`src/rtl/cache_pkg.sv`:
```
// Shared cache definitions: address field layout, default tag/index widths,
// and the invalidate-handler FSM encoding (the cache controller's arbiter
// decodes the same encoding).
package cache_pkg;

  localparam int ADDR_BITS      = 16;
  localparam int OFFSET_BIT     = 0;
  localparam int INDEX_LSB      = 1;
  localparam int INDEX_MSB      = 7;
  localparam int TAG_LSB        = 8;
  localparam int TAG_MSB        = 15;
  localparam int TAG_BITS_DEF   = TAG_MSB - TAG_LSB + 1;
  localparam int INDEX_BITS_DEF = INDEX_MSB - INDEX_LSB + 1;

  typedef enum logic [2:0] {
    ST_IDLE    = 3'd0,
    ST_REQ     = 3'd1,
    ST_READ    = 3'd2,
    ST_COMPARE = 3'd3,
    ST_CLEAR   = 3'd4
  } inv_state_e;

endpackage

```
`src/rtl/inv_fifo.sv`:
```
// Pending-invalidate queue: circular buffer with wrapping pointers and a
// count register. Also reports whether the incoming entry already sits in
// the queue so duplicates can be coalesced.
// Ports:
//   clk, rst_n        clock, synchronous active-low reset (control only)
//   push, pop, wdata  enqueue / dequeue; push ignored when full
//   excl_head         leave the head entry out of the duplicate match
//   head              entry at the read pointer
//   full, empty       status derived from the registered count
//   match             wdata equals an occupied (non-excluded) entry
module inv_fifo #(
  parameter int DEPTH = 4,
  parameter int WIDTH = 15
) (
  input  logic             clk,
  input  logic             rst_n,
  input  logic             push,
  input  logic             pop,
  input  logic             excl_head,
  input  logic [WIDTH-1:0] wdata,
  output logic [WIDTH-1:0] head,
  output logic             full,
  output logic             empty,
  output logic             match
);

  localparam int PTR_W = $clog2(DEPTH);

  logic [WIDTH-1:0] mem_q [DEPTH];
  logic [PTR_W-1:0] wr_ptr_q, rd_ptr_q;
  logic [PTR_W:0]   count_q;
  logic             push_ok, pop_ok;
  logic [PTR_W-1:0] offs;
  logic             occupied;

  assign full    = (count_q == (PTR_W+1)'(DEPTH));
  assign empty   = (count_q == '0);
  assign push_ok = push && !full;
  assign pop_ok  = pop && !empty;
  assign head    = mem_q[rd_ptr_q];

  always_ff @(posedge clk) begin
    if (!rst_n) begin
      wr_ptr_q <= '0;
      rd_ptr_q <= '0;
      count_q  <= '0;
    end else begin
      if (push_ok) wr_ptr_q <= wr_ptr_q + 1'b1;
      if (pop_ok)  rd_ptr_q <= rd_ptr_q + 1'b1;
      case ({push_ok, pop_ok})
        2'b10:   count_q <= count_q + 1'b1;
        2'b01:   count_q <= count_q - 1'b1;
        default: count_q <= count_q;
      endcase
    end
  end

  always_ff @(posedge clk) begin
    if (push_ok) mem_q[wr_ptr_q] <= wdata;
  end

  // A slot is occupied when its distance from the read pointer is below the
  // count; the power-of-2 depth makes the pointer subtraction wrap cleanly.
  always_comb begin
    match    = 1'b0;
    offs     = '0;
    occupied = 1'b0;
    for (int i = 0; i < DEPTH; i++) begin
      offs     = PTR_W'(i) - rd_ptr_q;
      occupied = ({1'b0, offs} < count_q) && !(excl_head && (offs == '0));
      if (occupied && (mem_q[i] == wdata)) match = 1'b1;
    end
  end

endmodule

```
`src/rtl/cache_invalidate_handler.sv`:
```
// Cache-side invalidate receiver. Queues invalidate addresses from the
// coherenter, borrows the tag-array port, reads the indexed line and clears
// its valid bit when the stored tag matches.
// Ports:
//   clock, reset                 clock, synchronous active-low reset
//   inv_valid/inv_address/inv_ready   request intake (valid/ready)
//   inv_req/inv_grant            tag-array port arbitration
//   tag_rd_en/index, tag_rd_data read port (data one cycle after enable)
//   tag_wr_en/index/data         write port used to clear the valid bit
//   inv_done/inv_hit             retire pulse and hit qualifier
//   hit_count                    wrapping count of invalidations that hit
module cache_invalidate_handler
  import cache_pkg::*;
#(
  parameter int FIFO_DEPTH = 4,
  parameter int TAG_BITS   = TAG_BITS_DEF,
  parameter int INDEX_BITS = INDEX_BITS_DEF
) (
  input  logic                  clock,
  input  logic                  reset,
  input  logic                  inv_valid,
  input  logic [ADDR_BITS-1:0]  inv_address,
  output logic                  inv_ready,
  output logic                  inv_req,
  input  logic                  inv_grant,
  output logic                  tag_rd_en,
  output logic [INDEX_BITS-1:0] tag_rd_index,
  input  logic [TAG_BITS:0]     tag_rd_data,
  output logic                  tag_wr_en,
  output logic [INDEX_BITS-1:0] tag_wr_index,
  output logic [TAG_BITS:0]     tag_wr_data,
  output logic                  inv_done,
  output logic                  inv_hit,
  output logic [15:0]           hit_count
);

  localparam int ENTRY_W = TAG_BITS + INDEX_BITS;

  inv_state_e          state_q;
  logic [15:0]         hit_count_q;
  logic [TAG_BITS-1:0] tag_lat_q;

  logic [ENTRY_W-1:0]    req_entry, head;
  logic [TAG_BITS-1:0]   head_tag;
  logic [INDEX_BITS-1:0] head_idx;
  logic fifo_full, fifo_empty, fifo_match;
  logic push, pop, excl_head, hit;
  logic unused_offset;

  assign unused_offset = inv_address[OFFSET_BIT];
  assign req_entry = {inv_address[INDEX_LSB+INDEX_BITS +: TAG_BITS],
                      inv_address[INDEX_LSB +: INDEX_BITS]};
  assign head_tag  = head[ENTRY_W-1 -: TAG_BITS];
  assign head_idx  = head[INDEX_BITS-1:0];

  assign inv_ready = !fifo_full;
  // Duplicates are accepted but not stored; the queued copy covers them.
  assign push      = inv_valid && inv_ready && !fifo_match;
  // Once the head has been read, a new request for the same line must be
  // queued again, since the in-flight check may already have missed it.
  assign excl_head = (state_q == ST_READ) || (state_q == ST_COMPARE) ||
                     (state_q == ST_CLEAR);
  assign hit       = tag_rd_data[TAG_BITS] &&
                     (tag_rd_data[TAG_BITS-1:0] == head_tag);
  assign pop       = ((state_q == ST_COMPARE) && !hit) || (state_q == ST_CLEAR);

  inv_fifo #(
    .DEPTH (FIFO_DEPTH),
    .WIDTH (ENTRY_W)
  ) u_fifo (
    .clk       (clock),
    .rst_n     (reset),
    .push      (push),
    .pop       (pop),
    .excl_head (excl_head),
    .wdata     (req_entry),
    .head      (head),
    .full      (fifo_full),
    .empty     (fifo_empty),
    .match     (fifo_match)
  );

  always_ff @(posedge clock) begin
    if (!reset) begin
      state_q     <= ST_IDLE;
      hit_count_q <= '0;
    end else begin
      case (state_q)
        ST_IDLE:    if (!fifo_empty) state_q <= ST_REQ;
        ST_REQ:     if (inv_grant) state_q <= ST_READ;
        ST_READ:    state_q <= ST_COMPARE;
        ST_COMPARE: state_q <= hit ? ST_CLEAR : ST_IDLE;
        ST_CLEAR: begin
          state_q     <= ST_IDLE;
          hit_count_q <= hit_count_q + 1'b1;
        end
        default:    state_q <= ST_IDLE;
      endcase
    end
  end

  always_ff @(posedge clock) begin
    if (state_q == ST_COMPARE && hit) tag_lat_q <= tag_rd_data[TAG_BITS-1:0];
  end

  // Outputs decode the registered state; only the miss retire depends on
  // the read data returned during COMPARE.
  always_comb begin
    inv_req      = (state_q != ST_IDLE);
    tag_rd_en    = 1'b0;
    tag_rd_index = '0;
    tag_wr_en    = 1'b0;
    tag_wr_index = '0;
    tag_wr_data  = '0;
    inv_done     = 1'b0;
    inv_hit      = 1'b0;
    case (state_q)
      ST_READ: begin
        tag_rd_en    = 1'b1;
        tag_rd_index = head_idx;
      end
      ST_COMPARE: inv_done = !hit;
      ST_CLEAR: begin
        tag_wr_en    = 1'b1;
        tag_wr_index = head_idx;
        tag_wr_data  = {1'b0, tag_lat_q};
        inv_done     = 1'b1;
        inv_hit      = 1'b1;
      end
      default: ;
    endcase
  end

  assign hit_count = hit_count_q;

endmodule

```
`config.mk`:
```
export PLATFORM = sky130hd
export DESIGN_NAME = cache_invalidate_handler
export DESIGN_NICKNAME = d
export VERILOG_FILES = /design/src/rtl/cache_pkg.sv /design/src/rtl/inv_fifo.sv /design/src/rtl/cache_invalidate_handler.sv
export SDC_FILE = /design/constraint.sdc
export NUM_CORES = 1
export LEC_CHECK = 0
export BUFFER_PORTS_ARGS = -buffer_cell sky130_fd_sc_hd__buf_2
export CELL_PAD_IN_SITES_DETAIL_PLACEMENT = 1
export CELL_PAD_IN_SITES_GLOBAL_PLACEMENT = 2
export CORE_UTILIZATION = 35
export DETAILED_ROUTE_END_ITERATION = 10
export HOLD_SLACK_MARGIN = 0.12
export PLACE_DENSITY = 0.85
export SLEW_MARGIN = 40
export SYNTH_ARGS = -nofsm -noshare
export SYNTH_HDL_FRONTEND = slang
export SYNTH_SLANG_ARGS = --single-unit
```
`constraint.sdc`:
```
create_clock -name clock -period 3.3 [get_ports clock]
set_input_delay 0.66 -clock clock [delete_from_list [all_inputs] [get_ports clock]]
set_output_delay 0.66 -clock clock [all_outputs]
set_load 0.01 [all_outputs]
```
After elaboration in Yosys (flattened, before gate mapping)

Memory sizes are Yosys's and may differ from the RTL's. A register that Yosys moved wholly into a read port is not among the register bits.
Index checks and enable logic that the tools add are counted.

Output and inout bits: 45
Input port bits: 29
Memories kept: 1
Bits in writable memories: 60
Register bits after elaboration: 34

Reduce and logical (&&, ||, !) cells: 39
$lt $le $gt $ge: 4
$add $sub $neg: 9
Equal/unequal tests: 14
Mux-type cells: 19

Memory list:

| memory       | depth | width | read ports | clocked after Yosys merged registers in | write ports | line           | source |
|---|---|---|---|---|---|---|---|
| u_fifo.mem_q | 4     | 15    | 5          | 1                                       | 1           | inv_fifo.sv:29 | `logic [WIDTH-1:0] mem_q [DEPTH];` |

Operators with widths:

| cell                  | number |
|---|---|
| $eq 15x15->1          | 4 |
| $logic_and 1x1->1     | 19 |
| $add 16x1->16 const B | 1 |
| $mux 7                | 2 |
| $lt 2x3->1            | 4 |
| $pmux 3 s4            | 1 |
| $mux 3                | 3 |
| $eq 8x8->1            | 1 |
| $logic_not 1->1       | 8 |
| $logic_not 2->1       | 4 |
| $mux 1                | 8 |
| $mux 8                | 1 |
| $eq 3x2->1 const B    | 2 |
| $eq 3x3->1 const B    | 2 |
| $logic_not 3->1       | 2 |
| $pmux 3 s2            | 1 |
| $add 2x1->2 const B   | 2 |
| $mux 2                | 2 |
| $ne 2x2->1 const B    | 2 |
| $sub 1x2->2 const A   | 2 |
| $sub 2x2->2 const A   | 2 |
| $add 3x1->3 const B   | 1 |
| $eq 3x1->1 const B    | 1 |
| $logic_or 1x1->1      | 3 |
| other kinds (7)       | 7 |

Depth between registers and ports, before layout

Gate-level depths: netlist of the first run.

Depth in word-level cells: 16
Depth in mapped cells: 15
Mapped depth without buffers: 15

Cells and area by module

Synthesis of the first run repeated with hierarchy kept, for this count alone.

Cell total of the unflattened synthesis: 400
Area, all modules: 4,941.0 um^2

By module, submodules not included:

| module                   | cells an instance | area an instance (um^2) | seq. area each (um^2) | times used |
|---|---|---|---|---|
| inv_fifo                 | 244               | 3,509.6                 | 1,981.9               | 1 |
| cache_invalidate_handler | 156               | 1,431.4                 | 620.6                 | 1 |

Worst setup path before layout of the first run

OpenSTA, ideal clock, no wires.

Path kind: register to register
Start: reg (tool-made name)
End: reg u_fifo.count_q[2]
Slack: 0.292 ns
Arrival: 2.936 ns
Stages on the path, launching flop included: 13
Path buffers: 1
Required time: 3.228 ns
Period minus slack after synthesis: 3.008 ns
Path through: dfxtp_1 clkbuf_1 mux4_2 xnor2_1 o211ai_1 a2111o_1 o31a_1 ha_1 inv_1 fa_1 xor2_1 or3_1 a21oi_1

RTL lines:

| item                 | line           | source |
|---|---|---|
| to (signal assigned) | inv_fifo.sv:51 | `2'b10: count_q <= count_q + 1'b1;` |
| to (signal assigned) | inv_fifo.sv:52 | `2'b01: count_q <= count_q - 1'b1;` |
| to (signal assigned) | inv_fifo.sv:53 | `default: count_q <= count_q;` |
| to (decl)            | inv_fifo.sv:31 | `logic [PTR_W:0] count_q;` |

==> results by group, run 1 <==
Synth
  • Syn_nets: roughly 440
  • Avg Cell Area, Syn: ~12 um2
  • Yosys reg bits: 96
  • Post-synthesis sequential area ratio: around 54%
  • Post-Synth Adder-Cell Area: ~4.0%
  • Post-Syn Instances: around 400
  • Unique masters post-synth: 37
  • Post-Synth XOR/XNOR Area: roughly 16%
  • Mux contribution to synthesized area: roughly 7.7%
  • Synth Area in Compound Gates: 3.75%
  • Largest family of logic cells by synthesized area: XOR/XNOR gates
  • Syn Std Cell Area: roughly 4800 um2
  • Simple-Gate Fraction of Synth Area: 12.9%
  • YS warnings: 0

Floorplan
  • Core area: 13,300 um2
  • Die width: between 100 and 150 um
  • Cell Rows: 42
  • Die area: 14,300 um2
  • Die height: 120 um
  • Initial Util: a little over a third
  • Top Ports: 74

Worst setup path
  • Reg2reg path depth: 12
  • Worst setup EP type: flip-flop
  • Register-to-register setup slack: 0.24 ns
  • Worst r2r dst: u_fifo.count_q[2]
  • Crit path DAT: between 3 and 4 ns
  • WP data required: approximately 3.6 ns
  • Worst-path maximum fanout: 9
  • Slowest-stage cell, CP: a2111o_1
  • Critical Path Start Type: flip-flop
  • Crit-path cells: buf_12, mux2i_1, xnor2_1, or3_1, a2111o_1, o31a_1, ha_1, inv_1, fa_1, xor2_1, or3_1, a21oi_1
  • Critical path class: flip-flop to flip-flop
  • CP top delay family: compound AO/OA/AOI/OAI gates
  • CP max stage delay: 0.48 ns
  • Worst path bufs/invs: 2
  • Top cell by count, worst path: or3_1

Detailed routing
  • Wirelength per Cell: 18.5 um
  • Antenna-violating nets left: 0
  • Number of DRC markers in iteration 0: slightly below 200
  • Pre-Repair DR Iteration Count: 4
  • Number of remaining DRC errors: 0
  • Vias per cell: ~5
  • Via count: roughly 3,300
  • Final WL: 12,200 um

Layout
  • Final Util: between 40 and 50%
  • Fillers: between 1,000 and 1,500
  • Fin area: slightly below 6000 um2
  • Share of cells above drive strength 1: a little under a quarter
  • Commonest cells after routing, fill and taps aside: xor2_1 (76), buf_2 (71), edfxtp_1 (68), and2_1 (27), dfxtp_1 (25)
  • Area of the multi-input gates: roughly 2100 um2
  • Nets: ~520
  • Area Growth Syn to Fin: 20.2%
  • FF+latch area: roughly 2600 um2
  • Most common cell after layout, fill and taps aside: xor2_1

Placement
  • Dpl cell area: between 5000 and 6000 um2
  • GPL Wtd Cong: roughly 0.76
  • Port bufs: 71
  • Detailed Place HPWL: 8900 um

CTS
  • Clk buf depth: 2
  • Clk root buf: clkbuf_16
  • Worst-path clk slew: about 0.070 ns
  • TritonCTS Buffers: 9
  • CTS tree: yes
  • Number of clock sinks: 96
  • Worst skew pair latency: about 0.35 ns
  • H-tree Lvls: 3
  • CTS Hold Buffers Added: 0

Pwr
  • Cell Int Power: 2110 uW
  • Psw: between 600 and 700 uW
  • Combinational power share: between 10% and 20%
  • Maximum VDD drop: approximately 0.00025 V
  • Sequential share of power: slightly below 50%
  • Clock power frac: 40.3%
  • Sw Share: a little under a quarter
  • Leak: between 0.002 and 0.0025 uW
  • Pwr/cell area: around 470 nW/um2

Job
  • Maxcap violations: 0

STA
  • Final cycle utilization of the critical path: about 93%
  • Worst Skew: 0.00603 ns
  • Setup-failing EPs final: 0
  • Worst Max-Slew Pin Slew: about 0.74 ns
  • F_max: 0.327 GHz
  • Tmin final: 3.06 ns
  • Final Hold Vio Count: 0
  • RSZ-0062 raised after global routing: no
  • Setup TNS: 0 ns
  • Relative slew slack: between 50% and 60%
  • Slew Viols, Final: 0

Global routing
  • M2 GR Usage: a little under a third
  • Met3 usage: under 10%
  • Global route overflow: 0
  • Initial antenna violation count: 1
  • Global-route wire length before repair: ~19,000 um
  • Largest net degree at the start of global routing: 22
  • Vias in the first global route: about 3,500
  • All-layer global routing usage: between 10% and 20%
  • Grt peak-use layer: met2
  • M1 GR Usage: between 20% and 30%

Worst hold path
  • Worst min-delay path startpoint: u_fifo.wr_ptr_q[1]
  • Hold Path Sink: u_fifo.wr_ptr_q[1]
  • Hold crit path type: flip-flop to flip-flop
  • Hold path depth: 2

Run status
  • Outcome: complete, no violations
==> worst min-delay path: stages (launching register included) <==
cell     delay [ns]
dfxtp_1        0.34
nand2_1        0.06
mux2i_1        0.05
==> kinds of logic (layout without fill, tap and decap cells) <==
group / Yosys count / in the layout
other: 1 / 2
AO/OA/AOI/OAI: 29 / 29
buffers and inverters: 21 / 113
adder cells (fa/ha/maj): 15 / 15
AND/OR/NAND/NOR: 118 / 118
XOR/XNOR: 87 / 87
flip-flops: 96 / 96
multiplexers: 25 / 25
==> state kept, by name, summed over array words and instances (netlist names), named ones only <==
name             cells
u_fifo.wr_ptr_q      2
hit_count           16
state_q              3
tag_lat_q            8
u_fifo.mem_q        60
u_fifo.rd_ptr_q      2
u_fifo.count_q       3
==> synthesized netlist by cell type (all sizes together) <==
master / n / area share, %
or3: 6 / 0.78
o31a: 1 / 0.18
clkinv: 1 / 0.077
nor3: 9 / 0.93
edfxtp: 68 / 42
nand2: 18 / 1.4
nor2: 21 / 1.6
a21oi: 12 / 1.2
nand2b: 4 / 0.52
nand4: 8 / 1.0
o2bb2ai: 3 / 0.54
and2: 27 / 3.5
ha: 14 / 3.6
and3: 3 / 0.39
o21a: 1 / 0.16
o21ai: 5 / 0.52
nand3: 6 / 0.62
conb: 1 / 0.077
inv: 10 / 0.78
a211oi: 2 / 0.31
xnor2: 11 / 2.0
o211ai: 2 / 0.31
nor4: 13 / 1.7
mux2i: 15 / 3.1
buf: 5 / 0.75
a31oi: 1 / 0.13
dfxtp: 28 / 12
or3b: 1 / 0.18
nand3b: 2 / 0.31
xor2: 76 / 14
fa: 1 / 0.41
o22ai: 1 / 0.13
clkbuf: 5 / 0.39
mux4: 10 / 4.7
a2111o: 1 / 0.23
==> power groups by stage <==
stage | sequential, uW | combinational [uW] | clock (uW)
floorplan | 1390 | 160 | 0
CTS | 1370 | 279 | 1130
detailed placement | 1400 | 276 | 0
global placement | 1390 | 265 | 0
finish | 1370 | 277 | 1120
global route | 1380 | 303 | 1180
==> area by class of cell <==
cell class | instances | share of cell area [%]
timing repair buffer | 87 | 8.45
inverter | 11 | 0.709
antenna | 1 | 0.0430
clock inverter | 5 | 1.38
sequential | 96 | 44.8
tap | 176 | 3.78
clock buffer | 10 | 3.93
multi-input combinational | 275 | 36.9
==> how the worst max path moves through the flow <==
stage | depth (start not counted) | endpoint | startpoint | slack [ns]
final | 12 | u_fifo.count_q[2] | flip-flop | 0.24
after global routing | 15 | u_fifo.count_q[2] | u_fifo.rd_ptr_q[1] | 0.02
after CTS | 12 | u_fifo.count_q[2] | flip-flop | 0.03
after detailed placement | 13 | u_fifo.count_q[2] | inv_address[11] | 0.006
after global placement | 13 | u_fifo.count_q[2] | inv_address[10] | 0.12
after floorplan | 12 | u_fifo.count_q[2] | flip-flop | 0.29
==> per-layer routing <==
metal,wire (um),vias to the layer above
li1,-,1573
met1,5400,1651
met2,6100,81
met3,491,14
met4,227,0
met5,0,-
==> metrics by stage <==
step	power (uW)	setup WS, ns	std cells	hold slack [ns]
global route	2870	0.0173	661	0.516
floorplan	1550	0.292	392	0.468
detailed placement	1680	0.00568	645	0.500
CTS	2790	0.0253	660	0.509
finish	2770	0.244	661	0.503
global placement	1660	0.116	645	0.474
==> repair_timing <==
| item | CTS | global route |
|---|---|---|
| resized for setup | 0 | 6 |
| buffers inserted | 0 | 0 |
| endpoints found under the setup margin | 0 | 3 |
| endpoints found under the hold margin | 0 | 0 |
No activity file was read; power rests on OpenSTA's default activity.
==> run 2: changes to the inputs <==
CORE_UTILIZATION = 38   (was 35)
PLACE_DENSITY = 0.9   (was 0.85)
==> results by group, run 2 (synthesized netlist as in run 1, its figures left out) <==
Run status
  • Outcome: complete, no violations

Detailed routing
  • Number of remaining DRC errors: 0 (unchanged)
  • Antenna-violating nets left: 0 (unchanged)
  • Via count: 3,317 (-0.060%)
  • Vias per cell: 5.06 (+0.86%)
  • Final WL: 12,100 um (-1.0%)
  • Number of DRC markers in iteration 0: 212 (+8.7%)
  • Wirelength per Cell: 18.5 um (-0.12%)
  • Pre-Repair DR Iteration Count: 4 (unchanged)

Worst setup path
  • Worst setup EP type: flip-flop
  • WP data required: 3.56 ns (about the same)
  • Register-to-register setup slack: 0.15 ns (-0.09 ns)
  • Critical path class: flip-flop to flip-flop
  • Critical Path Start Type: flip-flop
  • Worst-path maximum fanout: 7 (-2)
  • Reg2reg path depth: 15 (+3)
  • Crit path DAT: 3.41 ns (+0.09 ns)
  • Worst flop-to-flop path startpoint: u_fifo.rd_ptr_q[0]
  • Worst r2r dst: u_fifo.count_q[2]

Global routing
  • Global-route wire length before repair: 18,900 um (+0.77%)
  • Global route overflow: 0 (unchanged)
  • Vias in the first global route: 3,496 (+0.46%)
  • All-layer global routing usage: 19.5% (+1.8 points)
  • Initial antenna violation count: 0 (-1)
  • Largest net degree at the start of global routing: 22 (unchanged)

STA
  • Worst Max-Slew Pin Slew: 0.656 ns (-0.0804 ns)
  • Setup TNS: 0 ns (unchanged)
  • Relative slew slack: 56.1% (+5.4 points)
  • Slew Viols, Final: 0 (unchanged)
  • Hold slack: 0.508 ns (+0.00580 ns)
  • F_max: 0.317 GHz (-3.0%)
  • Worst Skew: 0.00428 ns (-0.00175 ns)
  • Setup-failing EPs final: 0 (unchanged)
  • Final Hold Vio Count: 0 (unchanged)
  • Final cycle utilization of the critical path: 95.5% (+2.9 points)
  • RSZ-0062 raised after global routing: no
  • Tmin final: 3.15 ns (+0.0945 ns)

CTS
  • Post-CTS Setup Inserts: 0 (unchanged)
  • CTS tree: yes
  • TritonCTS Buffers: 9 (unchanged)
  • Clk buf depth: 2 (unchanged)
  • Worst skew pair latency: 0.35 ns (about the same)
  • Clk root buf: clkbuf_16
  • Worst-path clk slew: 0.06 ns (about the same)
  • Number of clock sinks: 96 (unchanged)
  • H-tree Lvls: 3 (unchanged)

Worst hold path
  • Hold crit path type: flip-flop to flip-flop
  • Worst min-delay path startpoint: hit_count[1]
  • Hold Path Sink: hit_count[1]
  • Hold path depth: 2 (unchanged)

Pwr
  • Psw: 652 uW (-0.63%)
  • Total power draw: 2680 uW (-3.0%)
  • Leak: 0.00224 uW (+0.32%)
  • Maximum VDD drop: 0.000232 V (-6.4%)
  • Clock power frac: 38.2% (-2.1 points)
  • Cell Int Power: 2030 uW (-3.8%)
  • Combinational power share: 10.6% (+0.6 points)
  • Sequential share of power: 51.2% (+1.5 points)
  • Sw Share: 24.3% (+0.58 points)
  • Pwr/cell area: 462 nW/um2 (-2.7%)

Floorplan
  • Die height: 115 um (-4.0%)
  • Die width: 115 um (-4.0%)
  • Top Ports: 74 (unchanged)
  • Initial Util: 39.7% (+3.4 points)
  • Core area: 12,200 um2 (-8.5%)
  • Die area: 13,200 um2 (-7.8%)
  • Cell Rows: 40 (-4.8%)

Placement
  • GPL Wtd Cong: 0.828 (+8.7%)
  • Detailed Place HPWL: 8690 um (-2.3%)
  • Port bufs: 71 (unchanged)

Layout
  • Commonest cells after routing, fill and taps aside: xor2_1 (76), buf_2 (71), edfxtp_1 (68), and2_1 (27), dfxtp_1 (24)
  • Area of the multi-input gates: 2150 um2 (unchanged)
  • Reg with most FFs: u_fifo.mem_q
  • Fillers: 1,349 (-6.3%)
  • Area Growth Syn to Fin: 19.8%
  • ANT cells: 0 (-1)
  • Most common cell after layout, fill and taps aside: xor2_1
  • Nets: 526 (+0.38%)
  • FF+latch area: 2610 um2 (about the same)
  • Share of cells above drive strength 1: 24.2% (+0.47 points)
  • Max reg flops: 60 (unchanged)

Job
  • Maxcap violations: 0 (unchanged)
-- run 2: critical path, cell delays in order (launching register included) --
cell	delay, ns
dfxtp_2	0.39
inv_1	0.10
ha_1	0.34
inv_1	0.05
ha_1	0.28
a21oi_2	0.19
o2bb2ai_1	0.13
o211ai_1	0.20
nor3_1	0.10
inv_1	0.07
ha_1	0.15
inv_1	0.05
fa_1	0.37
xor2_1	0.16
or3_1	0.31
a21oi_1	0.16
-- run 2: power groups by stage --
stage / combinational (uW) / sequential [uW] / clock (uW)
after detailed placement: 281 / 1400 / 0
after floorplan: 160 / 1390 / 0
after global routing: 312 / 1380 / 1090
after global placement: 269 / 1390 / 0
after CTS: 285 / 1370 / 1050
final: 284 / 1370 / 1020
-- run 2: layer usage --
layer | vias to the layer above | global-route usage [%] | routed length, um
met4 | 0 | 7.79 | 182
li1 | 1576 | - | -
met5 | - | 0 | 0
met3 | 13 | 4.64 | 736
met2 | 104 | 31.6 | 5910
met1 | 1624 | 25.2 | 5260
-- run 2: what timing repair did --
action | in CTS | in global routing
setup endpoints to repair | 0 | 3
hold buffers | 0 | 0
gates resized for setup | 0 | 6
-- run 2: through the flow --
step | area, um2 | instances | util (%) | setup WS, ns
3_5_place_dp | 5500 | 639 | 45.1 | 0.0554
2_1_floorplan | 4840 | 392 | - | 0.292
6_report | 5800 | 655 | 47.5 | 0.150
5_1_grt | 5800 | 655 | 47.5 | 0.00169
3_3_place_gp | 5500 | 639 | 45.1 | 0.0827
4_1_cts | 5790 | 655 | 47.4 | 0.0334
-- run 2: area by class of cell --
class | instances | share of cell area (%)
clock buffer | 13 | 4.68
clock inverter | 3 | 0.302
inverter | 11 | 0.712
multi-input combinational | 275 | 37.0
sequential | 96 | 44.9
tap | 168 | 3.62
timing repair buffer | 89 | 8.73
-- run 2: worst max path at each step --
| stage | startpoint | endpoint | slack [ns] | cells past startpoint |
|---|---|---|---|---|
| final | u_fifo.rd_ptr_q[0] | u_fifo.count_q[2] | 0.15 | 15 |
| after global routing | u_fifo.rd_ptr_q[0] | u_fifo.count_q[2] | 0.002 | 15 |
| after CTS | u_fifo.rd_ptr_q[0] | u_fifo.count_q[2] | 0.03 | 15 |
| after detailed placement | inv_address[11] | u_fifo.count_q[2] | 0.06 | 13 |
| after global placement | inv_address[14] | u_fifo.count_q[2] | 0.08 | 14 |
| after floorplan | flip-flop | u_fifo.count_q[2] | 0.29 | 12 |
